[config.mk]
export PLATFORM = sky130hd
export DESIGN_NAME = traffic_phase_ctrl
export DESIGN_NICKNAME = d
export VERILOG_FILES = /design/src/rtl/traffic_phase_ctrl.sv
export SDC_FILE = /design/constraint.sdc
export NUM_CORES = 1
export LEC_CHECK = 0
export BUFFER_PORTS_ARGS = -buffer_cell sky130_fd_sc_hd__buf_2
export CAP_MARGIN = 20
export CORE_MARGIN = 2
export CORE_UTILIZATION = 50
export CTS_CLUSTER_SIZE = 16
export DETAILED_ROUTE_END_ITERATION = 8
export HOLD_SLACK_MARGIN = 0.02
export PLACE_DENSITY = 0.75
export SETUP_SLACK_MARGIN = 0.4
export SLEW_MARGIN = 20
export SYNTH_ARGS = -nofsm -noshare
export SYNTH_HDL_FRONTEND = slang
export SYNTH_SLANG_ARGS = --single-unit
[constraint.sdc]
create_clock -name clk_i -period 2.1 [get_ports clk_i]
set_input_delay 0.105 -clock clk_i [delete_from_list [all_inputs] [get_ports clk_i]]
set_output_delay 0.105 -clock clk_i [all_outputs]
set_load 0.01 [all_outputs]
[src/rtl/traffic_phase_ctrl.sv]
// traffic_phase_ctrl: round-robin junction controller with tick-timed green/amber/clear and pedestrian walk insertion
module traffic_phase_ctrl #(
    parameter int N_PHASES    = 2,
    parameter int CNT_W       = 4,
    parameter int GREEN_T     = 6,
    parameter int MIN_GREEN_T = 3,
    parameter int AMBER_T     = 3,
    parameter int CLEAR_T     = 1,
    parameter int WALK_T      = 8,
    localparam int PH_W       = (N_PHASES > 2) ? $clog2(N_PHASES) : 1
) (
    input  logic                  clk_i,
    input  logic                  rst_ni,
    input  logic                  tick_i,
    input  logic                  ped_i,
    output logic [2*N_PHASES-1:0] lights_o,
    output logic                  walk_o,
    output logic                  ped_pending_o,
    output logic [PH_W-1:0]       phase_o,
    output logic [1:0]            state_o,
    output logic [CNT_W-1:0]      count_o
);
    typedef enum logic [1:0] {GREEN = 2'b00, AMBER = 2'b01, CLEAR = 2'b10, WALK = 2'b11} state_e;

    localparam logic [CNT_W-1:0] G_LAST  = CNT_W'(GREEN_T - 1);
    localparam logic [CNT_W-1:0] MG_LAST = CNT_W'(MIN_GREEN_T - 1);
    localparam logic [CNT_W-1:0] A_LAST  = CNT_W'(AMBER_T - 1);
    localparam logic [CNT_W-1:0] C_LAST  = CNT_W'(CLEAR_T - 1);
    localparam logic [CNT_W-1:0] W_LAST  = CNT_W'(WALK_T - 1);
    // one bit wider than phase so an out-of-range phase is detectable for any N
    localparam logic [PH_W:0]    PH_MAX  = (PH_W + 1)'(N_PHASES - 1);

    state_e                  state_q, state_d;
    logic [PH_W-1:0]         phase_q, phase_d;
    logic [CNT_W-1:0]        count_q, count_d;
    logic                    pend_q, pend_d;
    logic [2*N_PHASES-1:0]   lights_q, lights_d;
    logic                    walk_q, walk_d;
    logic                    last;

    // next state, counter, pending latch and lamp decode for the registered outputs
    always_comb begin
        state_d  = state_q;
        phase_d  = phase_q;
        count_d  = count_q;
        lights_d = '0;
        last     = 1'b0;
        case (state_q)
            GREEN:   last = (count_q == G_LAST) || (pend_q && count_q >= MG_LAST);
            AMBER:   last = count_q == A_LAST;
            CLEAR:   last = count_q == C_LAST;
            default: last = count_q == W_LAST;
        endcase
        if (tick_i) count_d = count_q + CNT_W'(1);
        if (tick_i && last) begin
            count_d = '0;
            case (state_q)
                GREEN:   state_d = AMBER;
                AMBER:   state_d = pend_q ? WALK : CLEAR;
                CLEAR: begin
                    state_d = GREEN;
                    phase_d = ({1'b0, phase_q} == PH_MAX) ? '0 : phase_q + PH_W'(1);
                end
                default: state_d = CLEAR;
            endcase
        end
        if ({1'b0, phase_q} > PH_MAX) begin
            state_d = CLEAR;
            phase_d = PH_MAX[PH_W-1:0];
            count_d = '0;
        end
        // a request seen while walking, or on the walk entry edge, is already being served
        pend_d = (state_q == WALK || state_d == WALK) ? 1'b0 : (pend_q | ped_i);
        for (int i = 0; i < N_PHASES; i++)
            lights_d[2*i +: 2] = (phase_d != PH_W'(i)) ? 2'b00 :
                                 (state_d == GREEN)    ? 2'b10 :
                                 (state_d == AMBER)    ? 2'b01 : 2'b00;
        walk_d = state_d == WALK;
    end

    // state and output registers, async reset parks the junction in all-red before phase 0
    always_ff @(posedge clk_i or negedge rst_ni) begin
        if (!rst_ni) begin
            state_q  <= CLEAR;
            phase_q  <= PH_MAX[PH_W-1:0];
            count_q  <= '0;
            pend_q   <= 1'b0;
            lights_q <= '0;
            walk_q   <= 1'b0;
        end else begin
            state_q  <= state_d;
            phase_q  <= phase_d;
            count_q  <= count_d;
            pend_q   <= pend_d;
            lights_q <= lights_d;
            walk_q   <= walk_d;
        end
    end

    assign lights_o      = lights_q;
    assign walk_o        = walk_q;
    assign ped_pending_o = pend_q;
    assign phase_o       = phase_q;
    assign state_o       = state_q;
    assign count_o       = count_q;
endmodule

; ---- Word-level counts from Yosys, hierarchy flattened
; Index checks and enable logic that the tools add are counted.
[totals]
reg_bits = 13
word_cells = 40
[classes]
addsub = 2
n_lt_le_gt_ge = 1
eq_ne = 8
muxes = 14
n_bitwise = 1
n_reduce_logical = 8
[op_table]
columns = cell, n
row1 = $eq A4 B3 Y1 const B, 2
row2 = $mux W2, 4
row3 = $mux W4, 2
row4 = $eq A2 B2 Y1 const B, 3
row5 = $mux W1, 6
row6 = $pmux W2 S3, 1
row7 = $add A4 B1 Y4 const B, 1
row8 = $eq A2 B1 Y1 const B, 2
row9 = $eq A4 B2 Y1 const B, 1
row10 = $ge A4 B2 Y1 const B, 1
row11 = $logic_not A2 Y1, 2
row12 = $logic_not A4 Y1, 1
row13 = $pmux W1 S3, 1
row14 = $logic_and A1 B1 Y1, 2
row15 = $logic_or A1 B1 Y1, 2
row16 = $reduce_bool A2 Y1, 1
row17 = $add A1 B1 Y1 const B, 1
row18 = $or A1 B1 Y1, 1

; ---- Logic depth before layout (Yosys ltp)
[depth]
word_depth = 10
mapped_depth = 7

; ---- Worst setup path before layout
; OpenSTA, ideal clock, no wires.
[synth_path]
path_kind = register to register
startpoint = reg count_q[1] (netlist: count_o[1])
endpoint = reg state_q[0] (netlist: state_o[0])
setup_time_ns = 0.125
t_arrival_ns = 1.768
t_required_ns = 1.975
setup_slack_ns = 0.207
path_stages_with_launch = 7
path_buffers = 0
synth_period_minus_slack_ns = 1.893
path_cell_list = dfrtp_1 -> inv_1 -> ha_1 -> nand3b_1 -> a2111o_1 -> a31oi_2 -> mux2_2
[synth_between]
elab_chain_cells = 6
elab_cells_between_ends = 10
classes_between = order compare (1) / eq/ne (3) / mux (2) / reduce/logical (4)
[synth_lines]
columns = element, line_no
row1 = start: declaration, 35  ; logic [CNT_W-1:0] count_q, count_d;
row2 = start signal: assignment, 93  ; count_q <= count_d;
row3 = $ge A4 B2 Y1, 49  ; GREEN: last = (count_q == G_LAST) || (pend_q && count_q >= MG_LAST);
row4 = $logic_and A1 B1 Y1, 49
row5 = $logic_or A1 B1 Y1, 49
row6 = $pmux W1 S3 (*), 48  ; case (state_q)
row7 = $logic_and A1 B1 Y1 (*), 55  ; if (tick_i && last) begin
row8 = $mux W2 (*), 55
row9 = via state_d[0], 33  ; state_e state_q, state_d;
row10 = end signal: assignment, 91  ; state_q <= state_d;
row11 = end: declaration, 33
; The timed path passes the listed nets; every way through them passes the cells marked *.
; A chain may end at the register's enable or synchronous reset.

; ---- Final worst setup path
[layout_path]
startpoint = reg count_q[0] (netlist: count_o[0])
endpoint = reg lights_q[1] (netlist: lights_o[1])
[layout_between]
elab_chain_cells = 9
elab_cells_between_ends = 14
classes_between = order compare (1) / eq/ne (3) / mux (5) / reduce/logical (5)
[layout_lines]
columns = element, line_no
row1 = $ge A4 B2 Y1, 49
row2 = $logic_and A1 B1 Y1, 49
row3 = $logic_or A1 B1 Y1, 49
row4 = $pmux W1 S3 (*), 48
row5 = $logic_and A1 B1 Y1 (*), 55
row6 = $mux W2, 55
row7 = $logic_not A2 Y1, 76  ; (state_d == GREEN) ? 2'b10 :
row8 = $mux W2, 76
row9 = $mux W2 (*), 75  ; lights_d[2*i +: 2] = (phase_d != PH_W'(i)) ? 2'b00 :
row10 = via lights_d[1], 37  ; logic [2*N_PHASES-1:0] lights_q, lights_d;
row11 = end signal: assignment, 95  ; lights_q <= lights_d;
row12 = end: declaration, 37
; Marks and branches as above.

==> results.sh <==
export IMPL_die_width_um=41.2
export IMPL_ys_warn_count=0
export IMPL_hold_viol=0
export IMPL_n_fill_cell=98
export IMPL_syn_num_nets=73
export IMPL_final_util_pct=71.8
export IMPL_synthCells=65
export IMPL_p_leak_uw=0.000440
export IMPL_cellPowerDensity_nw_per_um2=1600
export IMPL_htreeDepth=1
export IMPL_crit_arrival_ns=2.11
export IMPL_path_cells="inv_2, ha_4, nor4_1, a2111o_1, a31oi_4, buf_6, mux2i_1"
export IMPL_cp_start_kind="flop"
export IMPL_start_util_pct=53.3
export IMPL_area_growth_pct=34.8
export IMPL_grt_total_usage_pct=20.7
export IMPL_vias_per_cell=5.27
export IMPL_die_h_um=41.2
export IMPL_core_rowCount=13
export IMPL_status="completed"
export IMPL_required_ns=2.29
export IMPL_cts_tree="done"
export IMPL_cts_root_buf="clkbuf_4"
export IMPL_grt_pass1_wl_um=2150
export IMPL_setup_viol=0
export IMPL_drc=0
export IMPL_tightest_slew_ns=0.328
export IMPL_pin_count=17
export IMPL_max_freq_ghz=0.519
export IMPL_max_slew_margin_pct=78.2
export IMPL_hpwl_um=957
export IMPL_antenna_found_initial=0
export IMPL_ys_top_cells_by_area="dfrtp_1 (40%), dfstp_2 (7.6%), ha_1 (7.2%)"
export IMPL_finalCritPeriodShare_pct=91.7
export IMPL_layout_drive_gt1_share_pct=44.0
export IMPL_rsz0062_at_grt="yes"
export IMPL_critical_path_class="flop to flop"
export IMPL_gr_total_overflow=0
export IMPL_critPathCaptureType="flop"
export IMPL_wire_per_inst_um=13.9
export IMPL_clock_sinks=13
export IMPL_drtIter0Drc=3
export IMPL_min_period_ns=1.93
export IMPL_hold_path_class="primary input to flop"
export IMPL_synth_seq_area_share_pct=47.3
export IMPL_fin_setup_tns_ns=0
export IMPL_synthDominantCellAreaShare_pct=39.7
export IMPL_yosys_area_top_type="dfrtp_1"
export IMPL_nets=100
export IMPL_drtPass1Iterations=2
export IMPL_cts_buffers=3
export IMPL_synth_area_um2=693
export IMPL_slowest_delay_ns=0.44
export IMPL_avgSynthCellArea_um2=10.7
export IMPL_num_vias=559
export IMPL_cp_slowest_cell="dfrtp_2"
export IMPL_slew_violations=0
export IMPL_critPathMaxFanout=6
export IMPL_n_antenna_cell=0
export IMPL_io_buffers=16
export IMPL_ys_ff_latch=13
export IMPL_fp_dieArea_um2=1700
export IMPL_wl_um=1480
export IMPL_grt_pass1_vias=514
export IMPL_skew_ns=0.00644
export IMPL_synthDistinctLibCells=28
export IMPL_grt_start_max_net_pins=14
export IMPL_clk_pin_slew_ns=0.08
export IMPL_clockBufferDepth=2
export IMPL_core_um2=1300
export IMPL_postRouteAntennaNets=0
export IMPL_insertion_delay_ns=0.27
export IMPL_place_congestion=0.811
export IMPL_vdd_ir_drop_max_v=0.000784
export IMPL_maxCapViolations=0
[sequential cells by signal, indices dropped and copies added (netlist names)]
name and cells:
count_o 4, lights_o 4, state_o 2, ped_pending_o 1, phase_o 1, walk_o 1
[final timing paths]
kind	from	endpoint	slack, ns	depth (start not counted)
max reg2reg	count_o[0]	lights_o[1]	0.17	7
max in group asynchronous	rst_ni	state_o[1]	1.57	2
min reg2reg	ped_pending_o	ped_pending_o	0.53	1
max	count_o[0]	lights_o[1]	0.17	7
min in group asynchronous	rst_ni	state_o[0]	0.24	2
min	tick_i	count_o[0]	0.13	3
[synthesized netlist by cell type]
library cell	number
a31oi_2	1
nor2_1	3
nand2_1	8
a21oi_1	1
nand2b_1	1
o22ai_1	1
mux2_2	2
inv_1	4
o21ai_0	3
clkbuf_1	1
xor2_1	2
a211o_1	1
mux2i_1	4
nor4_1	1
dfstp_2	2
buf_2	1
nand3b_1	4
ha_1	4
or3_1	2
buf_6	1
nor3_1	1
and3b_2	1
xnor2_1	1
nand4_1	1
o2bb2ai_1	1
dfrtp_1	11
a31oi_1	1
a2111o_1	1
[final cells by class]
cell class	count	area (µm²)	share of cell area [%]
Multi-Input combinational cell	45	370	39.6
Clock buffer	4	26.3	2.81
Timing Repair Buffer	25	174	18.6
Inverter	4	15.0	1.61
Tap cell	15	18.8	2.01
Sequential cell	13	330	35.3
[logic make-up after synthesis]
kind of cell | Yosys count | share of synthesized area [%]
AO/OA/AOI/OAI | 10 | 10.6
buffers and inverters | 7 | 5.05
XOR/XNOR | 3 | 3.79
flip-flops | 13 | 47.3
AND/OR/NAND/NOR | 22 | 17.0
adder cells (fa/ha/maj) | 4 | 7.22
multiplexers | 6 | 9.03
[metrics by stage]
stage	cells	area, µm²	power, µW	hold WS (ns)	worst slack [ns]
3_5_place_dp	95	815	1170	0.00475	0.135
2_1_floorplan	65	721	980	-0.191	0.334
3_3_place_gp	95	815	1150	0.00589	0.191
5_1_grt	106	935	1620	0.129	0.106
6_report	106	935	1500	0.131	0.175
4_1_cts	105	905	1430	0.120	0.204
[where the power goes]
group / leakage [µW] / total, µW / switching [µW] / internal (µW)
clock: 0.0000150 / 151 / 77.9 / 73.5
sequential: 0.000160 / 523 / 147 / 376
combinational: 0.000265 / 823 / 390 / 434
[metal layers]
metal	global-route usage, %	vias up	routed length [µm]
met3	8.70	0	73
met4	8.06	0	0
met5	0	-	0
met2	35.5	16	725
li1	-	278	-
met1	22.3	265	676
[layout by cell type (no fill, tap or decap), types with 2 or more instances in the layout]
cell type  instances
buf_2             16
dfrtp_1            9
nand2_1            7
nand3b_1           4
mux2i_1            4
buf_4              4
nor2_1             3
clkbuf_4           3
buf_6              3
inv_2              2
inv_1              2
o21ai_1            2
or3_1              2
xor2_1             2
ha_4               2
ha_1               2
dfrtp_2            2
dfstp_2            2
[repair_timing]
item,4_1_cts,5_1_grt
gates resized for setup,1,6
buffers inserted,5,1
pin swaps,2,2
hold endpoints to repair,13,0
endpoints found under the setup margin,10,13
hold buffers,1,0
[worst max-delay path, delay by kind of cell (launching register included)]
family,cells,cell delay [ns]
and+or+nand+nor,1,0.04
buffers and inverters,2,0.29
adders and majority gates,1,0.14
muxes,1,0.20
AOI/OAI and AO/OA,2,0.73
DFF,1,0.44
Note: power is estimated with default switching activity, not from simulation.
